$ cat src/rtl/reflex_pkg.sv
// reflex_pkg: shared widths, defaults and types for the reflex-game scoring
// path (reaction_timer and its ms_tick prescaler).
//   MS_W       - width of every millisecond quantity (holds 0..9999)
//   CNT_W      - width of the hit / miss counters (saturate at 1023)
//   MAX_MS_DEF - default saturation value of ms quantities
//   rt_state_t - reaction_timer FSM states
package reflex_pkg;

    localparam int MS_W       = 14;
    localparam int CNT_W      = 10;
    localparam int MAX_MS_DEF = 9999;

    typedef enum logic {
        IDLE = 1'b0,
        RUN  = 1'b1
    } rt_state_t;

    // Increment that sticks at all-ones instead of wrapping.
    function automatic logic [CNT_W-1:0] sat_inc(input logic [CNT_W-1:0] v);
        return (&v) ? v : v + 1'b1;
    endfunction

endpackage

$ cat src/rtl/reaction_timer_ms_tick.sv
// ms_tick: free-running prescaler producing one tick every DIV cycles.
// Ports:
//   clk  - system clock
//   rst  - synchronous active-high reset
//   clr  - synchronous clear of the prescaler (restarts the ms phase)
//   tick - high during the last cycle of each DIV-cycle period
// tick depends only on the register, so the caller may derive clr from tick
// without creating a combinational loop.
module ms_tick #(
    parameter int DIV = 100_000
) (
    input  logic clk,
    input  logic rst,
    input  logic clr,
    output logic tick
);

    localparam int CW = (DIV > 1) ? $clog2(DIV) : 1;
    localparam logic [CW-1:0] LAST = CW'(DIV - 1);

    logic [CW-1:0] cnt_q, cnt_d;

    assign tick = (cnt_q == LAST);

    always_comb begin
        cnt_d = cnt_q + 1'b1;
        if (clr || tick) cnt_d = '0;
    end

    always_ff @(posedge clk) begin
        if (rst) cnt_q <= '0;
        else     cnt_q <= cnt_d;
    end

endmodule

$ cat src/rtl/reaction_timer.sv
// reaction_timer: measures ms from ball spawn (session start or previous hit)
// to the rising edge of the hit level, tracking last/best times and counters.
// Ports:
//   clk, rst      - clock, synchronous active-high reset
//   start         - pulse: start / restart a session
//   hit           - hit-detector level; rising edge counts
//   ball_respawn  - pulse: timed-out ball, request a new one
//   running       - high in RUN
//   last_ms       - most recent reaction time
//   best_ms       - minimum reaction time since reset
//   hit_count     - hits this session (saturating)
//   miss_count    - timeouts this session (saturating)
//   result_valid  - pulse when last_ms updates
// Optional feature macro: REACTION_TIMEOUT_EN enables the miss timeout.
// Without it ball_respawn and miss_count stay 0.
module reaction_timer
    import reflex_pkg::*;
#(
    parameter int CLK_HZ     = 100_000_000,
    parameter int MAX_MS     = MAX_MS_DEF,
    parameter int TIMEOUT_MS = 2000
) (
    input  logic             clk,
    input  logic             rst,
    input  logic             start,
    input  logic             hit,
    output logic             ball_respawn,
    output logic             running,
    output logic [MS_W-1:0]  last_ms,
    output logic [MS_W-1:0]  best_ms,
    output logic [CNT_W-1:0] hit_count,
    output logic [CNT_W-1:0] miss_count,
    output logic             result_valid
);

    localparam int DIV = CLK_HZ / 1000;
    localparam logic [MS_W-1:0] MS_MAX = MS_W'(MAX_MS);

    if (TIMEOUT_MS > MAX_MS) begin : g_timeout_range_err
        $error("TIMEOUT_MS must not exceed MAX_MS");
    end

    rt_state_t        state_q, state_d;
    logic [MS_W-1:0]  ms_q, ms_d;
    logic [MS_W-1:0]  last_q, last_d;
    logic [MS_W-1:0]  best_q, best_d;
    logic [CNT_W-1:0] hits_q, hits_d;
    logic [CNT_W-1:0] miss_q, miss_d;
    logic             rv_q, rv_d;
    logic             resp_q, resp_d;
    logic             hit_q;

    logic tick, clr, hit_rise, to_fire;

    // hit_q tracks hit in every state, so a level already high on entering
    // RUN never produces a rise.
    assign hit_rise = hit & ~hit_q;

    ms_tick #(.DIV(DIV)) u_tick (
        .clk  (clk),
        .rst  (rst),
        .clr  (clr),
        .tick (tick)
    );

`ifdef REACTION_TIMEOUT_EN
    // Fires instead of the tick that would bring ms_cnt to TIMEOUT_MS.
    assign to_fire = tick && ({1'b0, ms_q} + 1'b1 == (MS_W+1)'(TIMEOUT_MS));
`else
    assign to_fire = 1'b0;
`endif

    always_comb begin
        state_d = state_q;
        ms_d    = ms_q;
        last_d  = last_q;
        best_d  = best_q;
        hits_d  = hits_q;
        miss_d  = miss_q;
        rv_d    = 1'b0;
        resp_d  = 1'b0;
        clr     = 1'b0;
        unique case (state_q)
            IDLE: begin
                // Prescaler held at zero so RUN starts on a fresh ms phase.
                clr = 1'b1;
                if (start) begin
                    state_d = RUN;
                    ms_d    = '0;
                    last_d  = '0;
                    hits_d  = '0;
                    miss_d  = '0;
                end
            end
            RUN: begin
                // start > hit_rise > timeout > tick
                if (start) begin
                    clr    = 1'b1;
                    ms_d   = '0;
                    last_d = '0;
                    hits_d = '0;
                    miss_d = '0;
                end else if (hit_rise) begin
                    clr    = 1'b1;
                    ms_d   = '0;
                    last_d = ms_q;
                    if (ms_q < best_q) best_d = ms_q;
                    hits_d = sat_inc(hits_q);
                    rv_d   = 1'b1;
                end else if (to_fire) begin
                    clr    = 1'b1;
                    ms_d   = '0;
                    miss_d = sat_inc(miss_q);
                    resp_d = 1'b1;
                end else if (tick && ms_q != MS_MAX) begin
                    ms_d = ms_q + 1'b1;
                end
            end
            default: state_d = IDLE;
        endcase
    end

    always_ff @(posedge clk) begin
        if (rst) begin
            state_q <= IDLE;
            ms_q    <= '0;
            last_q  <= '0;
            best_q  <= MS_MAX;
            hits_q  <= '0;
            miss_q  <= '0;
            rv_q    <= 1'b0;
            resp_q  <= 1'b0;
            hit_q   <= 1'b0;
        end else begin
            state_q <= state_d;
            ms_q    <= ms_d;
            last_q  <= last_d;
            best_q  <= best_d;
            hits_q  <= hits_d;
            miss_q  <= miss_d;
            rv_q    <= rv_d;
            resp_q  <= resp_d;
            hit_q   <= hit;
        end
    end

    assign running      = (state_q == RUN);
    assign last_ms      = last_q;
    assign best_ms      = best_q;
    assign hit_count    = hits_q;
    assign miss_count   = miss_q;
    assign result_valid = rv_q;
    assign ball_respawn = resp_q;

endmodule

$ cat config.mk
export PLATFORM = sky130hd
export DESIGN_NAME = reaction_timer
export DESIGN_NICKNAME = d
export VERILOG_FILES = /design/src/rtl/reflex_pkg.sv /design/src/rtl/reaction_timer_ms_tick.sv /design/src/rtl/reaction_timer.sv
export SDC_FILE = /design/constraint.sdc
export NUM_CORES = 1
export LEC_CHECK = 0
export CORE_MARGIN = 1
export CORE_UTILIZATION = 57
export DETAILED_ROUTE_END_ITERATION = 8
export PLACE_DENSITY = 0.84
export RECOVER_POWER = 100
export SYNTH_ARGS = -nofsm -noshare
export SYNTH_HDL_FRONTEND = slang
export SYNTH_SLANG_ARGS = --single-unit
export TNS_END_PERCENT = 5
$ cat constraint.sdc
create_clock -name clk -period 4.8 [get_ports clk]
set_input_delay 0.72 -clock clk [delete_from_list [all_inputs] [get_ports clk]]
set_output_delay 0.72 -clock clk [all_outputs]
set_load 0.02 [all_outputs]
# ---- Word level (Yosys, flattened, before mapping)
# Index checks and enable logic that the tools add are counted.
dict set report totals {
  in_bits 4
  output_inout_bits 51
  word_cells 50
  ff_bits 82
}
dict set report op_classes {
  n_bitwise 4
  addsub 3
  eq_ne 6
  magnitude_cmp 1
  reduce_logical 9
  muxes 18
}
# cell count
set op_table {}
lappend op_table {{$mux W14} 6}
lappend op_table {{$pmux W14 S2} 2}
lappend op_table {{$mux W10} 4}
lappend op_table {{$pmux W10 S2} 1}
lappend op_table {{$add A17 B1 Y17 const B} 1}
lappend op_table {{$eq A17 B17 Y1 const B} 1}
lappend op_table {{$add A14 B1 Y14 const B} 1}
lappend op_table {{$lt A14 B14 Y1} 1}
lappend op_table {{$ne A14 B14 Y1 const B} 1}
lappend op_table {{$add A10 B1 Y10 const B} 1}
lappend op_table {{$reduce_and A10 Y1} 1}
lappend op_table {{$mux W1} 4}
lappend op_table {{$ne A4 B2 Y1 const B} 1}
lappend op_table {{$reduce_and A2 Y1} 2}
lappend op_table {{$reduce_and A4 Y1} 1}
lappend op_table {{$ne A3 B2 Y1 const B} 1}
lappend op_table {{$ne A3 B3 Y1 const B} 1}
lappend op_table {{$not A1 Y1} 3}
lappend op_table {{$reduce_and A3 Y1} 1}
lappend op_table {{$reduce_or A3 Y1} 1}
lappend op_table {{$ne A2 B2 Y1 const B} 1}
lappend op_table {{$pmux W1 S2} 1}
lappend op_table {{$reduce_or A2 Y1} 1}
lappend op_table {{$and A1 B1 Y1} 1}
lappend op_table {{other kinds (2)} 2}

# ---- Logic depth before layout (Yosys ltp)
# Gate-level depths: netlist (run 1).
dict set report depth {
  word_depth 7
  ltp_mapped 9
  mapped_depth_nobuf 7
}

# ---- By module
# A second synthesis (run 1) with hierarchy kept.
dict set report unflattened {
  hier_cells 389
  hier_area_um2 3543.4
}
# module area_each_um2 seq_area_each_um2 instances cells_per_inst
set by_module_without_submodules {}
lappend by_module_without_submodules {reaction_timer 2757.6 1101.1 1 301}
lappend by_module_without_submodules {ms_tick 785.8 340.3 1 88}

# ---- Least setup slack after synthesis (run 1)
# OpenSTA, ideal clock, no wires.
dict set report synth_timing {
  kind {input -> register}
  from {in hit}
  to {reg ms_q[13]}
  t_arrival_ps 2036
  required_ps 4728
  setup_time_ps 72
  slack_ps 2691
  path_buffers 0
  path_stages 6
  path_cell_list {nor2b_1 -> nor2_1 -> nand2_2 -> o21ai_2 -> or4_2 -> a21oi_1}
}
dict set report synth_via {
  elab_chain_cells 4
  elab_cells_between_ends 6
  cone_classes {1 x eq/ne; 3 x mux; 1 x bitwise; 1 x reduce/logical}
}
# element line_no
set synth_lines {}
lappend synth_lines {{from (decl)} reaction_timer.sv:26} ;# input logic hit,
lappend synth_lines {{$and A1 B1 Y1 *} reaction_timer.sv:57} ;# assign hit_rise = hit & ~hit_q;
lappend synth_lines {{$mux W14} reaction_timer.sv:103} ;# end else if (hit_rise) begin
lappend synth_lines {{$mux W14} reaction_timer.sv:97} ;# if (start) begin
lappend synth_lines {{$pmux W14 S2} reaction_timer.sv:83} ;# unique case (state_q)
lappend synth_lines {{to (signal assigned)} reaction_timer.sv:136} ;# ms_q <= ms_d;
lappend synth_lines {{to (decl)} reaction_timer.sv:44} ;# logic [MS_W-1:0] ms_q, ms_d;
# Mark *: on every way between the ends. The rest lies on a longest branch, timed or not.
# A chain may end at the register's enable or synchronous reset.

# ---- Worst setup path in the final report (run 1)
dict set report layout_timing {
  from {in hit}
  to {reg best_q[2], in the netlist best_ms[2]}
}
dict set report layout_via {
  elab_chain_cells 2
}
# element line_no
set layout_lines {}
lappend layout_lines {{$and A1 B1 Y1} reaction_timer.sv:57}
lappend layout_lines {{$reduce_and A4 Y1 (no line)} -}
lappend layout_lines {{to (signal assigned)} reaction_timer.sv:138} ;# best_q <= best_d;
lappend layout_lines {{to (decl)} reaction_timer.sv:46} ;# logic [MS_W-1:0] best_q, best_d;
# No other way between the ends.

==> impl_metrics.toml, run 1 <==
[cts]
cts_tree = "done"
clock_latency_ps = 350
cts_resized = 0
cts.sinks = 72
htreeDepth = 3
cts_made_buffers = 9
root_buffer = "clkbuf_8"
post-cts-setup-buffer-count = 0
cts.clk_slew.worst_paths_ps = 70
clock_path_buffers = 2
cts_hold_buf = 0

[power]
p_leak_nw = 1.53
power.switching_uw = 264
p_total_mw = 1.10
sw_frac_of_total_pct = 24.1
p_int_uw = 832
combPwrFrac_pct = 5.8
clockPowerShare_pct = 38.7
vdd_ir_drop_max_v = 0.000198
powerDensity_mw_per_mm2 = 277
power_frac_seq_pct = 55.5

[place]
io_buffers = 43
place_congestion = 0.902
dp_hpwl_um = 4930
dp.cells = 476

[floorplanning]
io_pins = 55
dieArea_sq_mm = 0.00628
num_rows = 27
initial_core_util_pct = 60.3
coreArea_sq_mm = 0.00564
die_h_um = 79.2
die_w_um = 79.2

[route]
first_pass_iters = 4
vias = 2792
drc_errors = 0
viasPerCell = 5.69
wire_per_inst_um = 14.5
initialDrtViolationCount = 161
wl_um = 7120
drtAntennaViolNets = 0

[worst_hold_path]
min_from = "last_ms[11]"
holdCritPathClass = "flip-flop to flip-flop"

[run]
cap_violations = 0

[worst_setup_path]
worst-r2r-setup-slack_ps = 1590
r2r_start = "ms_q[3]"
max_stage_delay_ps = 850
worstPathRequired_ps = 5030
end_kind = "flip-flop"
cp_num_buf_inv = 2
cp.arrival_ps = 3720
cp_slowest_cell = "a211oi_1"
crit_family = "compound AO/OA/AOI/OAI gates"
crit_path_start = "hit"
critPathKind = "input pin to flip-flop"
worstPathCellList = "dlygate4sd3_1, nor2b_1, o2111ai_1, a211oi_1, clkbuf_1, nor2_1, a211o_1"
reg2reg_to = "best_ms[2]"
cp-start-kind = "input pin"
path_max_fanout = 17
crit_end = "best_ms[2]"
worst-path-stages = 7
r2r_cells = 7

[logic_synthesis]
yosysUniqueCellTypes = 56
synthArstFlopShare_pct = 0
synth_ff_type = "dfxtp_1"
synth_area_sq_mm = 0.00340
synth-edff-count = 0
synthTopCellsByArea = "dfxtp_1 (42%), ha_1 (5.9%), nor2_1 (5.8%)"
ys_seq_elements = 72
yosys.cell_count.top_type = "dfxtp_1"
yosysSeqAreaShare_pct = 42.4
synth.avg_cell_area_sq_um = 9.07
synthCells = 375
yosysTopAreaCell = "dfxtp_1"
synth_common_cells = "dfxtp_1 (72), nor2_1 (53), nand2_1 (22)"
synth_top_cell_area_share_pct = 42.4
yosys_warnings = 0

[timing]
relSlewSlack_pct = 29.8
clock.fmax_mhz = 287
tightest_slew_ps = 1050
final-setup-viol-count = 0
rsz0062_at_grt = "false"
fin_crit_sh_pct = 72.7
finalSetupTns_ps = 0
period_needed_ps = 3490
fin_skew_ps = 9.19
hold_ws_ps = 475
slew_violations = 0
hold_viol = 0

[grt]
grt_pass1_wl_um = 11900
track_usage_pct = 24.5
first_global_vias = 2638
grt_overflow_total = 0
grt_max_degree = 25
antenna_found_initial = 0

[final_layout]
final_cells = 491
drive_above_1_share_pct = 6.68
syn2layout_area_growth_pct = 16.4
diodes = 0
nets = 435

[run_status]
status = "complete, no violations"
worst min path at each step:
stage	end	depth (start not counted)	slack, ps
after floorplan	u_tick.cnt_q[0]	1	430
after global placement	u_tick.cnt_q[0]	1	440
after detailed placement	last_ms[11]	1	470
after CTS	last_ms[11]	1	480
after global routing	last_ms[11]	1	500
final	last_ms[11]	1	480
cells by family (layout without fill, tap and decap cells):
logic type | count (synthesis) | after routing | synth area share [%]
AND/OR/NAND/NOR | 142 | 142 | 21.7
flip-flops | 72 | 72 | 42.4
AO/OA/AOI/OAI | 71 | 71 | 15.1
buffers and inverters | 43 | 77 | 6.81
XOR/XNOR | 24 | 24 | 6.18
adder cells (fa/ha/maj) | 16 | 16 | 5.89
multiplexers | 6 | 6 | 1.77
other | 1 | 11 | 0.110
metrics by stage:
| step | instance area [sq um] | worst slack [ps] | util, % |
|---|---|---|---|
| 3_5_place_dp | 3810 | 1700 | 67.6 |
| 6_report | 3960 | 1310 | 70.1 |
| 2_1_floorplan | 3440 | 2690 | - |
| 3_3_place_gp | 3810 | 1780 | 67.6 |
| 5_1_grt | 3960 | 1060 | 70.1 |
| 4_1_cts | 3990 | 2050 | 70.7 |
power groups by stage:
stage	clock network [mW]	registers [mW]	logic [mW]
finish	0.424	0.608	0.0635
global route	0.453	0.608	0.0698
global placement	0	0.621	0.0650
detailed placement	0	0.622	0.0665
floorplan	0	0.625	0.0538
CTS	0.429	0.608	0.0669
metal layers:
metal | vias up | track usage [%] | wire length, um
met3 | 14 | 6.90 | 334
li1 | 1391 | - | -
met4 | 0 | 11.6 | 158
met2 | 68 | 39.2 | 3270
met5 | - | 0 | 0
met1 | 1319 | 30.4 | 3350
cells in the final DEF, fill, tap and decap left out, drive strengths merged, types with 7 or more instances in the layout:
master       instances
dfxtp               72
nor2                53
dlygate4sd3         43
nand2               23
a21oi               23
xor2                18
inv                 16
ha                  16
clkbuf              15
nand3               14
a22o                14
nand4               14
conb                11
a211o                7
o21ai                7
area by class of cell:
type / count / area (sq um)
Clock inverter: 3 / 17.5
Multi-Input combinational cell: 270 / 1750
Sequential cell: 72 / 1440
Fill cell: 428 / 1680
Inverter: 16 / 60.1
Clock buffer: 12 / 155
Timing Repair Buffer: 46 / 442
Tap cell: 72 / 90.1
sequential cells by signal, summed over array words and instances (netlist names):
register,flops
u_tick.cnt_q,17
hit_q,1
best_ms,14
hit_count,10
result_valid,1
running,1
ms_q,14
last_ms,14
Note: power is estimated with default switching activity, not from simulation.
==> inputs of run 2 (changes only) <==
- CORE_UTILIZATION: 57 -> 48
- PLACE_DENSITY: 0.84 -> 0.76
- clock period: 4.8 -> 3.2 ns (I/O delays scaled with it)
==> impl_metrics.toml, run 2 (synthesized netlist as in run 1, its figures left out) <==
[route]
first_pass_iters = 4
vias = 2766
viasPerCell = 5.32
drc_errors = 0
initialDrtViolationCount = 112
wire_per_inst_um = 13.6
drtAntennaViolNets = 0
wl_um = 7050

[worst_setup_path]
cp.arrival_ps = 2750
reg2reg_to = "ms_q[13]"
end_kind = "flip-flop"
max_stage_delay_ps = 820
critPathKind = "input pin to flip-flop"
worstPathCellList = "dlygate4sd3_1, clkbuf_1, or2_0, nor2_1"
worst-path-stages = 4
worst-r2r-setup-slack_ps = 690
path_max_fanout = 23
cp_slowest_cell = "or2_0"
r2r_start = "ms_q[3]"
worstPathRequired_ps = 3400
cp-start-kind = "input pin"
crit_family = "buffers and inverters"
cp_num_buf_inv = 2
r2r_cells = 5

[run]
cap_violations = 0

[final_layout]
largest_reg_flops = 17
nFillCells = 617
diodes = 0
regMostFlops = "u_tick.cnt_q"
drive_above_1_share_pct = 7.78
nets = 439
syn2layout_area_growth_pct = 19.5
final_common_cell = "dfxtp_1"
final_cell_mix = "dfxtp_1 (72), nor2_1 (53), dlygate4sd3_1 (42)"

[cts]
cts.clk_slew.worst_paths_ps = 70
clock_path_buffers = 2
post-cts-setup-buffer-count = 0
cts_resized = 0
cts.sinks = 72
root_buffer = "clkbuf_8"
clock_latency_ps = 350
cts_hold_buf = 0
htreeDepth = 3
cts_made_buffers = 9
cts_tree = "done"

[power]
powerDensity_mw_per_mm2 = 449
vdd_ir_drop_max_v = 0.000283
p_leak_nw = 1.58

[timing]
tightest_slew_ps = 1050
fin_ws_ps = 653
rsz0062_at_grt = "false"
final-setup-viol-count = 0
fin_skew_ps = 7.73
slew_violations = 0
hold_viol = 0
period_needed_ps = 2550
relSlewSlack_pct = 29.8
clock.fmax_mhz = 393
fin_crit_sh_pct = 79.6
finalSetupTns_ps = 0

[floorplanning]
dieArea_sq_mm = 0.00743
initial_core_util_pct = 49.8
io_pins = 55
die_w_um = 86.2
num_rows = 30
coreArea_sq_mm = 0.00683
die_h_um = 86.2

[grt]
grt_max_degree = 24
antenna_found_initial = 0
track_usage_pct = 20.3
grt_overflow_total = 0
first_global_vias = 2594
grt_pass1_wl_um = 11800

[worst_hold_path]
min_from = "u_tick.cnt_q[0]"
min_to = "u_tick.cnt_q[0]"
hold-path-cell-count = 1
holdCritPathClass = "flip-flop to flip-flop"

[place]
post-place-ws_ps = 445
place_congestion = 0.816
dp_hpwl_um = 4930
io_buffers = 43

[run_status]
status = "complete, no violations"
run 2: layer usage:
| metal | global-route usage, % | part of all wire, % |
|---|---|---|
| met4 | 6.67 | 1.4 |
| met2 | 32.7 | 45 |
| met3 | 6.48 | 5.3 |
| met1 | 26.0 | 48 |
| met5 | 0 | 0 |
run 2: worst max path at each step:
| stage | to | startpoint |
|---|---|---|
| 2_1_floorplan | best_ms[10] | best_ms[5] |
| 3_3_place_gp | ms_q[13] | hit |
| 3_5_place_dp | ms_q[13] | hit |
| 4_1_cts | ms_q[13] | hit |
| 5_1_grt | u_tick.cnt_q[6] | rst |
| 6_report | u_tick.cnt_q[5] | rst |
run 2: final cells by class:
class | count | area [sq um] | share of cell area, %
Clock buffer | 11 | 151 | 3.72
Clock inverter | 5 | 78.8 | 1.94
Inverter | 16 | 60.1 | 1.48
Multi-Input combinational cell | 270 | 1750 | 42.9
Sequential cell | 72 | 1440 | 35.5
Tap cell | 96 | 120 | 2.95
Timing Repair Buffer | 50 | 468 | 11.5
run 2: worst reg2reg max path: cells and delay by family (launching register included):
kind	cells	cell delay [ps]
AO/OA/AOI/OAI	3	1120
AND/OR/NAND/NOR	2	640
flip-flops	1	630
run 2: through the flow:
step / util [%] / power [mW] / instances / hold slack (ps) / cell area (sq um)
floorplan: - / 1.02 / 385 / 430 / 3440
CTS: 60.1 / 1.84 / 520 / 470 / 4110
detailed placement: 56.7 / 1.03 / 504 / 455 / 3870
finish: 59.5 / 1.82 / 520 / 464 / 4070
global placement: 56.7 / 1.03 / 504 / 440 / 3870
global route: 59.5 / 1.88 / 520 / 488 / 4070
run 2: power by group:
part	total, mW	internal [mW]	leakage (nW)	switching [mW]
Clock	0.814	0.480	0.119	0.334
Combinational	0.0984	0.0303	0.882	0.0681
Sequential	0.911	0.903	0.582	0.00749
==> inputs of run 3 (changes only) <==
- CORE_UTILIZATION: 48 -> 53
- PLACE_DENSITY: 0.76 -> 0.79
- clock period: 3.2 -> 2.5 ns (I/O delays scaled with it)
==> impl_metrics.toml, run 3 (synthesized netlist as in run 1, its figures left out) <==
[cts]
cts.sinks = 72
cts_resized = 0
clock_path_buffers = 2
root_buffer = "clkbuf_8"
cts_made_buffers = 9
cts_hold_buf = 0
clock_latency_ps = 350
post-cts-setup-buffer-count = 0
cts_tree = "done"
cts.clk_slew.worst_paths_ps = 70
htreeDepth = 3

[power]
sw_frac_of_total_pct = 23.7
powerDensity_mw_per_mm2 = 531
p_total_mw = 2.15
p_leak_nw = 1.59
clockPowerShare_pct = 39.4
power_frac_seq_pct = 54.3
p_int_mw = 1.64
power.switching_uw = 509
vdd_ir_drop_max_v = 0.000396
combPwrFrac_pct = 6.2

[worst_setup_path]
crit_end = "best_ms[1]"
crit_family = "compound AO/OA/AOI/OAI gates"
reg2reg_to = "best_ms[1]"
end_kind = "flip-flop"
path_max_fanout = 16
cp_num_buf_inv = 1
r2r_start = "ms_q[3]"
critPathKind = "flip-flop to flip-flop"
cp.arrival_ps = 2500
worstPathCellList = "ha_1, a21oi_1, o221ai_1, a211oi_2, clkbuf_2, nor2_1, a211o_1"
cp-start-kind = "flip-flop"
cp_slowest_cell = "dfxtp_1"
crit_path_start = "ms_q[3]"
worst-path-stages = 7
max_stage_delay_ps = 590
worstPathRequired_ps = 2740
worst-r2r-setup-slack_ps = 240
r2r_cells = 7

[final_layout]
regMostFlops = "u_tick.cnt_q"
nets = 444
largest_reg_flops = 17
diodes = 0
final_common_cell = "dfxtp_1"
drive_above_1_share_pct = 9.56
final_cell_mix = "dfxtp_1 (72), nor2_1 (53), dlygate4sd3_1 (41)"
final_cells = 504
syn2layout_area_growth_pct = 18.8

[timing]
fin_skew_ps = 8.79
clock.fmax_mhz = 442
finalSetupTns_ps = 0
tightest_slew_ps = 927
relSlewSlack_pct = 38.2
hold_viol = 0
rsz0062_at_grt = "false"
slew_violations = 0
final-setup-viol-count = 0
period_needed_ps = 2260
fin_crit_sh_pct = 90.6

[grt]
antenna_found_initial = 0
grt_pass1_wl_um = 11800
first_global_vias = 2544
grt_overflow_total = 0
track_usage_pct = 23.4
grt_max_degree = 18

[route]
wl_um = 7060
vias = 2807
initialDrtViolationCount = 139
viasPerCell = 5.57
first_pass_iters = 5
wire_per_inst_um = 14.0
drc_errors = 0
drtAntennaViolNets = 0

[floorplanning]
coreArea_sq_mm = 0.00606
io_pins = 55
num_rows = 28
die_w_um = 82.1
die_h_um = 82.1
initial_core_util_pct = 56.1
dieArea_sq_mm = 0.00674

[worst_hold_path]
min_from = "u_tick.cnt_q[0]"
holdCritPathClass = "flip-flop to flip-flop"

[place]
dp_hpwl_um = 5010
dp.cells = 488
place_congestion = 0.794
io_buffers = 43

[run_status]
status = "complete, no violations"

[run]
cap_violations = 0
[run 3: cell types whose count changed in the layout (fill, tap and decap cells not counted), sizes merged]
cell / before / now
buf: 3 / 6
bufinv: 2 / 0
clkbuf: 15 / 19
clkdlybuf4s50: 1 / 2
dlygate4sd3: 42 / 41
[run 3: area by class of cell]
class | count | area, sq um
well taps | 75 | 93.8
clock buffers | 13 | 169
clock inverters | 3 | 15.0
flip-flops and latches | 72 | 1440
multi-input cells | 270 | 1760
inverters | 16 | 60.1
fillers | 532 | 2020
repair buffers | 55 | 502
[run 3: worst min path at each step]
stage / end / slack (ps) / depth (start not counted)
after floorplan: u_tick.cnt_q[0] / 430 / 1
after global routing: last_ms[10] / 490 / 1
final: u_tick.cnt_q[0] / 470 / 1
after detailed placement: u_tick.cnt_q[0] / 460 / 1
after global placement: u_tick.cnt_q[0] / 440 / 1
after CTS: u_tick.cnt_q[0] / 470 / 1
[run 3: layer usage]
metal  vias to the layer above  track usage, %  wire, um
met5                         -               0         0
met1                      1322            31.1      3400
li1                       1409               -         -
met4                         0            8.60       110
met2                        67            36.0      3230
met3                         9            6.70       315
[run 3: worst register-to-register path, stage by stage (launching register included)]
cell and delay [ps]:
dfxtp_1 590, ha_1 340, a21oi_1 130, o221ai_1 170, a211oi_2 270, clkbuf_2 320, nor2_1 70, a211o_1 270
[run 3: metrics by stage]
| step | hold slack [ps] | utilization [%] | cell area, sq um | setup slack [ps] |
|---|---|---|---|---|
| floorplan | 430 | - | 3440 | 417 |
| global placement | 443 | 64.1 | 3890 | 213 |
| detailed placement | 458 | 64.1 | 3890 | 168 |
| CTS | 474 | 67.2 | 4070 | 339 |
| global route | 493 | 66.6 | 4040 | 102 |
| finish | 469 | 66.6 | 4040 | 235 |
[run 3: power by group through the flow]
stage | Sequential (mW) | Combinational [mW] | Clock, mW
after floorplan | 1.20 | 0.103 | 0
after global placement | 1.19 | 0.136 | 0
after detailed placement | 1.19 | 0.139 | 0
after CTS | 1.17 | 0.139 | 0.864
after global routing | 1.17 | 0.147 | 0.919
final | 1.17 | 0.133 | 0.847
